**src/rtl/debounce_dual.sv**
```systemverilog
// rtl/debounce_dual.sv - two-channel button synchroniser, debouncer and edge-pulse generator
//
// Conditions two raw push-button inputs into clean levels plus one-cycle
// rise/fall pulses. Each channel is synchronised through two flops, then
// qualified by a four-state FSM that only accepts a new level after the
// synchronised input has held it for STABLE_TICKS consecutive ticks of a
// shared, free-running prescaler.
//
// Ports:
//   clk     in   system clock, all logic on rising edge
//   rst     in   synchronous, active-high reset
//   btn_a   in   raw asynchronous button A
//   btn_b   in   raw asynchronous button B
//   a       out  debounced level A
//   b       out  debounced level B
//   a_rise  out  one-cycle pulse when a goes 0->1
//   a_fall  out  one-cycle pulse when a goes 1->0
//   b_rise  out  one-cycle pulse when b goes 0->1
//   b_fall  out  one-cycle pulse when b goes 1->0

module debounce_dual #(
  parameter int CLK_DIV      = 1000,
  parameter int DIV_W        = 10,
  parameter int STABLE_TICKS = 10,
  parameter int CNT_W        = 4
) (
  input  logic clk,
  input  logic rst,
  input  logic btn_a,
  input  logic btn_b,
  output logic a,
  output logic b,
  output logic a_rise,
  output logic a_fall,
  output logic b_rise,
  output logic b_fall
);

  typedef enum logic [1:0] {
    ST_LOW,
    ST_CHK_HI,
    ST_HIGH,
    ST_CHK_LO
  } state_t;

  localparam logic [DIV_W-1:0] DIV_MAX = DIV_W'(CLK_DIV - 1);
  localparam logic [CNT_W-1:0] CNT_MAX = CNT_W'(STABLE_TICKS - 1);

  // Shared prescaler; tick is high for the single cycle at the top of the count.
  logic [DIV_W-1:0] div_cnt;
  logic             tick;

  assign tick = (div_cnt == DIV_MAX);

  always_ff @(posedge clk) begin
    if (rst) begin
      div_cnt <= '0;
    end else if (tick) begin
      div_cnt <= '0;
    end else begin
      div_cnt <= div_cnt + 1'b1;
    end
  end

  // Two-flop synchroniser per channel; bit 0 = A, bit 1 = B.
  logic [1:0] sync1;
  logic [1:0] sync2;

  always_ff @(posedge clk) begin
    if (rst) begin
      sync1 <= '0;
      sync2 <= '0;
    end else begin
      sync1 <= {btn_b, btn_a};
      sync2 <= sync1;
    end
  end

  for (genvar ch = 0; ch < 2; ch++) begin : g_ch
    state_t           state;
    state_t           state_nxt;
    logic [CNT_W-1:0] cnt;
    logic [CNT_W-1:0] cnt_nxt;
    logic             rise_nxt;
    logic             fall_nxt;
    logic             level_q;
    logic             rise_q;
    logic             fall_q;
    logic             s;

    assign s = sync2[ch];

    always_ff @(posedge clk) begin
      if (rst) begin
        state   <= ST_LOW;
        cnt     <= '0;
        level_q <= 1'b0;
        rise_q  <= 1'b0;
        fall_q  <= 1'b0;
      end else begin
        state   <= state_nxt;
        cnt     <= cnt_nxt;
        // Level follows the accepted state: high while HIGH or while
        // checking a possible release.
        level_q <= (state_nxt == ST_HIGH) || (state_nxt == ST_CHK_LO);
        rise_q  <= rise_nxt;
        fall_q  <= fall_nxt;
      end
    end

    always_comb begin
      state_nxt = state;
      cnt_nxt   = cnt;
      rise_nxt  = 1'b0;
      fall_nxt  = 1'b0;
      case (state)
        ST_LOW: begin
          if (s) begin
            state_nxt = ST_CHK_HI;
            cnt_nxt   = '0;
          end
        end
        ST_CHK_HI: begin
          // A bounce back to 0 abandons the check; the next 1 restarts it.
          if (!s) begin
            state_nxt = ST_LOW;
            cnt_nxt   = '0;
          end else if (tick) begin
            if (cnt == CNT_MAX) begin
              state_nxt = ST_HIGH;
              cnt_nxt   = '0;
              rise_nxt  = 1'b1;
            end else begin
              cnt_nxt = cnt + 1'b1;
            end
          end
        end
        ST_HIGH: begin
          if (!s) begin
            state_nxt = ST_CHK_LO;
            cnt_nxt   = '0;
          end
        end
        ST_CHK_LO: begin
          if (s) begin
            state_nxt = ST_HIGH;
            cnt_nxt   = '0;
          end else if (tick) begin
            if (cnt == CNT_MAX) begin
              state_nxt = ST_LOW;
              cnt_nxt   = '0;
              fall_nxt  = 1'b1;
            end else begin
              cnt_nxt = cnt + 1'b1;
            end
          end
        end
        default: begin
          state_nxt = ST_LOW;
          cnt_nxt   = '0;
        end
      endcase
    end
  end

  assign a      = g_ch[0].level_q;
  assign a_rise = g_ch[0].rise_q;
  assign a_fall = g_ch[0].fall_q;
  assign b      = g_ch[1].level_q;
  assign b_rise = g_ch[1].rise_q;
  assign b_fall = g_ch[1].fall_q;

endmodule

```
**config.mk**
```make
export PLATFORM = sky130hd
export DESIGN_NAME = debounce_dual
export DESIGN_NICKNAME = d
export VERILOG_FILES = /design/src/rtl/debounce_dual.sv
export SDC_FILE = /design/constraint.sdc
export NUM_CORES = 1
export LEC_CHECK = 0
export CORE_MARGIN = 8
export CORE_UTILIZATION = 45
export DETAILED_ROUTE_END_ITERATION = 12
export SETUP_SLACK_MARGIN = 0.1
export SLEW_MARGIN = 10
export SYNTH_ARGS = -nofsm -noshare
export SYNTH_HDL_FRONTEND = slang
export SYNTH_SLANG_ARGS = --single-unit
```
**constraint.sdc**
```tcl
create_clock -name clk -period 1.9 [get_ports clk]
set_input_delay 0.19 -clock clk [delete_from_list [all_inputs] [get_ports clk]]
set_output_delay 0.19 -clock clk [all_outputs]
set_load 0.01 [all_outputs]
```
==> run_results.csv, run 1 <==
group,metric,value,unit
status,outcome,"complete, no violations",
synthesis,yosysMostFrequentCell,"dfxtp_1",
timing,period_minus_slack,1690,ps
clock_network,clk_latency,330,ps
worst_setup_path,r2r_slack,210,ps
final_layout,n_fill_cell,277,
timing,fmax,0.592,GHz
route,first_pass_iters,4,
timing,maxSlewHeadroom,76.4,%
timing,rsz0062_at_grt,"false",
global_route,grt.overflow.total,0,
pwr,power-per-cell-area,632,mW/mm^2
floorplan,die_x,71.8,um
route,drt_iter0_markers,45,
timing,hold_viol,0,
worst_setup_path,path_class,"reg -> reg",
worst_setup_path,cp.required,2180,ps
synthesis,synth_area_leaders,"dfxtp_1 44%, ha_1 4.5%, nor4_1 4.0%",
placement,place_congestion,0.842,
synthesis,synthArstFlopShare,0,%
synthesis,syn-num-nets,155,
timing,worst_slew_pin_slew,353,ps
timing,post-route-period-util,88.9,%
route,ant_nets,0,
placement,hpwl,1.97,mm
synthesis,synth_edf_count,0,
clock_network,cts_buffer_depth,2,
final_layout,diodes,0,
synthesis,synth_top_area_cell,"dfxtp_1",
synthesis,synth_top_cell_area_share,44.3,%
synthesis,syn_avg_cell_area,9.59,um^2
clock_network,cts_made_buffers,5,
final_layout,multi_input_area,818,um^2
final_layout,utilization,56.9,%
job,drv_cap,0,
final_layout,fin_nets,175,
synthesis,synth.distinct_cells,32,
route,vias,1131,
final_layout,design_area,0.00171,mm^2
timing,slew_viol_final,0,
clock_network,path_clk_slew,90,ps
final_layout,area_growth,22.1,%
floorplan,die_area,0.00515,mm^2
global_route,grt_pass1_vias,1030,
global_route,grt_pass1_wl,4.61,mm
final_layout,final_cells,200,
synthesis,synth.cell_area,0.00140,mm^2
placement,dpl_cell_area,0.00157,mm^2
floorplan,core_area,0.00300,mm^2
placement,place_inst,190,
placement,port_buffers,9,
worst_hold_path,min_path_cells,2,
synthesis,seq_area_frac_synth,44.3,%
timing,finalSetupTns,0,ps
route,drcViolationCount,0,
clock_network,cts_sinks,31,
global_route,grtUsageTotal,11.4,%
synthesis,ys_warn_count,0,
route,wl_per_cell,13.8,um
floorplan,placementRows,20,
clock_network,cts_tree,"built",
synthesis,ys.flop_type,"dfxtp_1",
worst_setup_path,critPathMaxFanout,6,
clock_network,postCtsHoldBufs,0,
timing,finalSetupViolCount,0,
worst_hold_path,hp-class,"in -> reg",
floorplan,num_io_pins,10,
final_layout,regArea,623,um^2
global_route,grt_max_degree,12,
synthesis,netlist_top_cells_count,"31 x dfxtp_1, 10 x nand3_1, 9 x nor4_1",
floorplan,start_util,46.6,%
clock_network,htreeDepth,2,
pwr,p_leak,0.596,nW
worst_setup_path,end_kind,"register",
global_route,antenna_found_initial,0,
floorplan,die_y,71.8,um
pwr,peakVddDrop,406,uV
route,routed_wl,2.76,mm
worst_setup_path,startpoint_type,"register",
final_layout,drive_gt1_share,17.4,%
pwr,power,1.08,mW
clock_network,clockRootBuffer,"clkbuf_4",
route,viasPerCell,5.66,
worst_setup_path,crit_arrival,1970,ps
synthesis,synth_seq_cells,31,
timing,fin_skew,8.12,ps
worst_setup_path,reg2reg_depth,5,
synthesis,synth_cells,146,
## sequential cells by signal (all words and copies together), names as in the netlist
name	flops
a_fall	1
a_rise	1
b	1
b_fall	1
b_rise	1
div_cnt	10
g_ch.cnt	8
g_ch.state	4
sync1	2
sync2	2
## kinds of logic (layout without fill, tap and decap cells)
group,Yosys count,in the layout,synth area share (%)
AND/OR/NAND/NOR,76,76,34.0
flip-flops,31,31,44.3
AO/OA/AOI/OAI,14,14,7.15
XOR/XNOR,10,10,6.26
buffers and inverters,8,29,2.32
adder cells (fa/ha/maj),5,5,4.47
multiplexers,2,2,1.43
## layer usage
layer	vias up	part of all wire, %	GRT usage (%)
li1	579	-	-
met1	536	46	13.4
met2	10	48	16.9
met3	6	3.8	4.74
met4	0	2.1	6.80
met5	-	0	0
## critical path, cell delays in order (launching register included)
cell,delay (ps)
dfxtp_2,360
ha_2,240
nand4bb_4,130
or3_4,430
nor4_1,340
o21a_1,140
## report_power, final
part | internal, mW | leakage, nW | switching (mW)
Clock | 0.144 | 0.0293 | 0.221
Sequential | 0.661 | 0.252 | 0.0101
Combinational | 0.0242 | 0.315 | 0.0213
## cell type report
cell class | count | share of cell area (%)
clock buffer | 7 | 2.64
tap | 33 | 2.42
clock inverter | 1 | 0.293
timing repair buffer | 19 | 9.88
sequential | 31 | 36.5
inverter | 2 | 0.439
multi-input combinational | 107 | 47.9
## metrics by stage
stage                     hold slack, ps  setup WS (ps)
after floorplan                      318            169
after global placement               421           52.2
after detailed placement             426           12.7
after CTS                            394           74.7
after global routing                 396            106
final                                403            211
## worst paths after layout
path,start,to
min reg2reg,sync1[0],sync2[0]
max reg2reg,div_cnt[0],g_ch[0].cnt[3]
max,div_cnt[0],g_ch[0].cnt[3]
min,btn_a,sync1[0]
## timing repair
item	4_1_cts	5_1_grt
endpoints found under the setup margin	10	22
pin swaps	0	1
setup buffers	2	0
resized for setup	3	10
endpoints found under the hold margin	0	0
## cells in the final DEF (no fill, tap or decap), drive strengths merged, types with 5 or more instances in the layout
cell	count
nor2	8
nand3	10
clkbuf	7
nand2	5
xnor2	6
dfxtp	31
ha	5
buf	10
nor3b	7
nor4	10
nor3	9
clkdlybuf4s50	9
Power figures use the tool's default switching activity.
==> run 2: changes to the inputs <==
- CTS_BUF_LIST: not set -> sky130_fd_sc_hd__clkbuf_4 sky130_fd_sc_hd__clkbuf_8
==> run 2 against run 1 <==
Clock skew up 4.2 ps. Final area up 0.29%. Sequential cell count unchanged. Clock power up 9.6%. Sequential power about the same. Global-route usage up 0.054 points. Non-clock buffer count unchanged. Critical path depth up 1. Core utilization up 0.17 points. Die area unchanged. Largest power group unchanged.
==> run_results.csv, run 2 (synthesized netlist as in run 1, its figures left out) <==
group,metric,value,unit
final_layout,regArea,623,um^2
global_route,grtUsageTotal,11.5,%
timing,setup_ws,204,ps
pwr,clockPowerShare,35.7,%
timing,fin_skew,12.3,ps
worst_setup_path,path_class,"reg -> reg",
final_layout,drive_gt1_share,18.0,%
route,drcViolationCount,0,
worst_hold_path,hp-start,"btn_a",
placement,place_inst,190,
timing,worst_slew_pin_slew,386,ps
clock_network,clk_latency,330,ps
final_layout,utilization,57.1,%
global_route,grt_pass1_vias,1035,
worst_setup_path,critPathMaxFanout,7,
final_layout,most-common-layout-cells,"29 x dfxtp_1, 10 x nand3_1, 9 x clkdlybuf4s50_1, 9 x buf_4",
final_layout,final_common_cell,"dfxtp_1",
floorplan,placementRows,20,
floorplan,num_io_pins,10,
timing,slew_viol_final,0,
clock_network,path_clk_slew,100,ps
timing,post-route-period-util,89.3,%
clock_network,cts_buffer_depth,2,
timing,hold_viol,0,
global_route,grt_pass1_wl,4.66,mm
worst_setup_path,cp.required,2140,ps
global_route,grt_max_degree,12,
route,wl_per_cell,14.3,um
final_layout,n_fill_cell,274,
final_layout,design_area,0.00171,mm^2
clock_network,postCtsHoldBufs,0,
route,routed_wl,2.85,mm
timing,finalSetupViolCount,0,
placement,hpwl,1.97,mm
final_layout,diodes,0,
pwr,p_leak,0.601,nW
worst_setup_path,timing.rr.end,"g_ch[0].cnt[3]",
placement,port_buffers,9,
route,vias,1136,
worst_setup_path,crit_arrival,1930,ps
final_layout,fin_nets,175,
route,drt_iter0_markers,67,
final_layout,area_growth,22.4,%
pwr,pwr-share-comb,4.1,%
placement,place_ws,12.7,ps
final_layout,top_register,"div_cnt",
route,first_pass_iters,4,
pwr,peakVddDrop,406,uV
floorplan,die_area,0.00515,mm^2
clock_network,cts_tree,"built",
worst_setup_path,end_kind,"register",
pwr,internal-power,0.858,mW
job,drv_cap,0,
timing,finalSetupTns,0,ps
timing,maxSlewHeadroom,74.2,%
worst_hold_path,min_path_cells,2,
clock_network,clockRootBuffer,"clkbuf_4",
global_route,antenna_found_initial,0,
timing,period_minus_slack,1700,ps
floorplan,start_util,46.6,%
worst_setup_path,startpoint_type,"register",
placement,dpl_cell_area,0.00157,mm^2
route,viasPerCell,5.68,
worst_setup_path,r2r_slack,200,ps
final_layout,largest_reg_flops,10,
clock_network,htreeDepth,2,
worst_setup_path,reg2reg_depth,6,
timing,hold_ws,403,ps
floorplan,die_y,71.8,um
global_route,grt.overflow.total,0,
clock_network,cts_sinks,31,
worst_hold_path,hold_end,"sync1[0]",
worst_hold_path,hp-class,"in -> reg",
pwr,netSwitchingPower,0.258,mW
final_layout,reg_top3,"div_cnt: 10 flops, g_ch.cnt: 8 flops, g_ch.state: 4 flops",
pwr,power-per-cell-area,651,mW/mm^2
clock_network,cts_made_buffers,5,
timing,rsz0062_at_grt,"false",
worst_setup_path,rr_startpoint,"div_cnt[5]",
pwr,swShare,23.1,%
final_layout,multi_input_area,816,um^2
status,outcome,"complete, no violations",
floorplan,core_area,0.00300,mm^2
floorplan,die_x,71.8,um
pwr,power,1.12,mW
final_layout,final_cells,200,
timing,fmax,0.590,GHz
pwr,p_seq_share,60.2,%
placement,place_congestion,0.842,
route,ant_nets,0,
run 2: power by group through the flow:
stage / combinational (mW) / sequential [mW] / clock (mW)
global route: 0.0513 / 0.673 / 0.440
CTS: 0.0439 / 0.669 / 0.415
floorplan: 0.0285 / 0.682 / 0
global placement: 0.0416 / 0.683 / 0
finish: 0.0459 / 0.671 / 0.399
detailed placement: 0.0428 / 0.684 / 0
run 2: routing by layer:
| metal | routed length [um] | GRT usage [%] | up-vias |
|---|---|---|---|
| met1 | 1280 | 13.3 | 528 |
| met3 | 103 | 4.32 | 9 |
| met5 | 0 | 0 | - |
| li1 | - | - | 574 |
| met4 | 54 | 6.58 | 0 |
| met2 | 1410 | 17.6 | 25 |
run 2: worst max-delay path by stage:
stage | start | endpoint | slack, ps | depth (start not counted)
after detailed placement | div_cnt[0] | g_ch[0].state[1] | 10 | 6
after floorplan | div_cnt[0] | g_ch[0].cnt[2] | 170 | 7
after global placement | div_cnt[0] | g_ch[0].state[1] | 50 | 6
after CTS | div_cnt[0] | b | 70 | 6
after global routing | div_cnt[5] | g_ch[0].cnt[3] | 90 | 6
final | div_cnt[5] | g_ch[0].cnt[3] | 200 | 6
run 2: critical path, cell delays in order, from the launching register on:
cell	delay, ps
dfxtp_1	390
nand2_1	260
buf_4	260
nor4_1	270
buf_4	170
o311ai_0	130
o21a_1	130
run 2: cell type report:
cell class	instances	area share [%]
flip-flops and latches	31	36.4
well taps	33	2.41
clock buffers	7	3.07
multi-input cells	107	47.6
repair buffers	19	9.85
inverters	2	0.438
clock inverters	1	0.292
run 2: repair_timing:
item                       4_1_cts  5_1_grt
setup endpoints to repair       10       19
hold endpoints to repair         0        0
setup buffers                    2        0
pin swaps                        0        1
gates cloned                     0        0
resized for setup                3        9
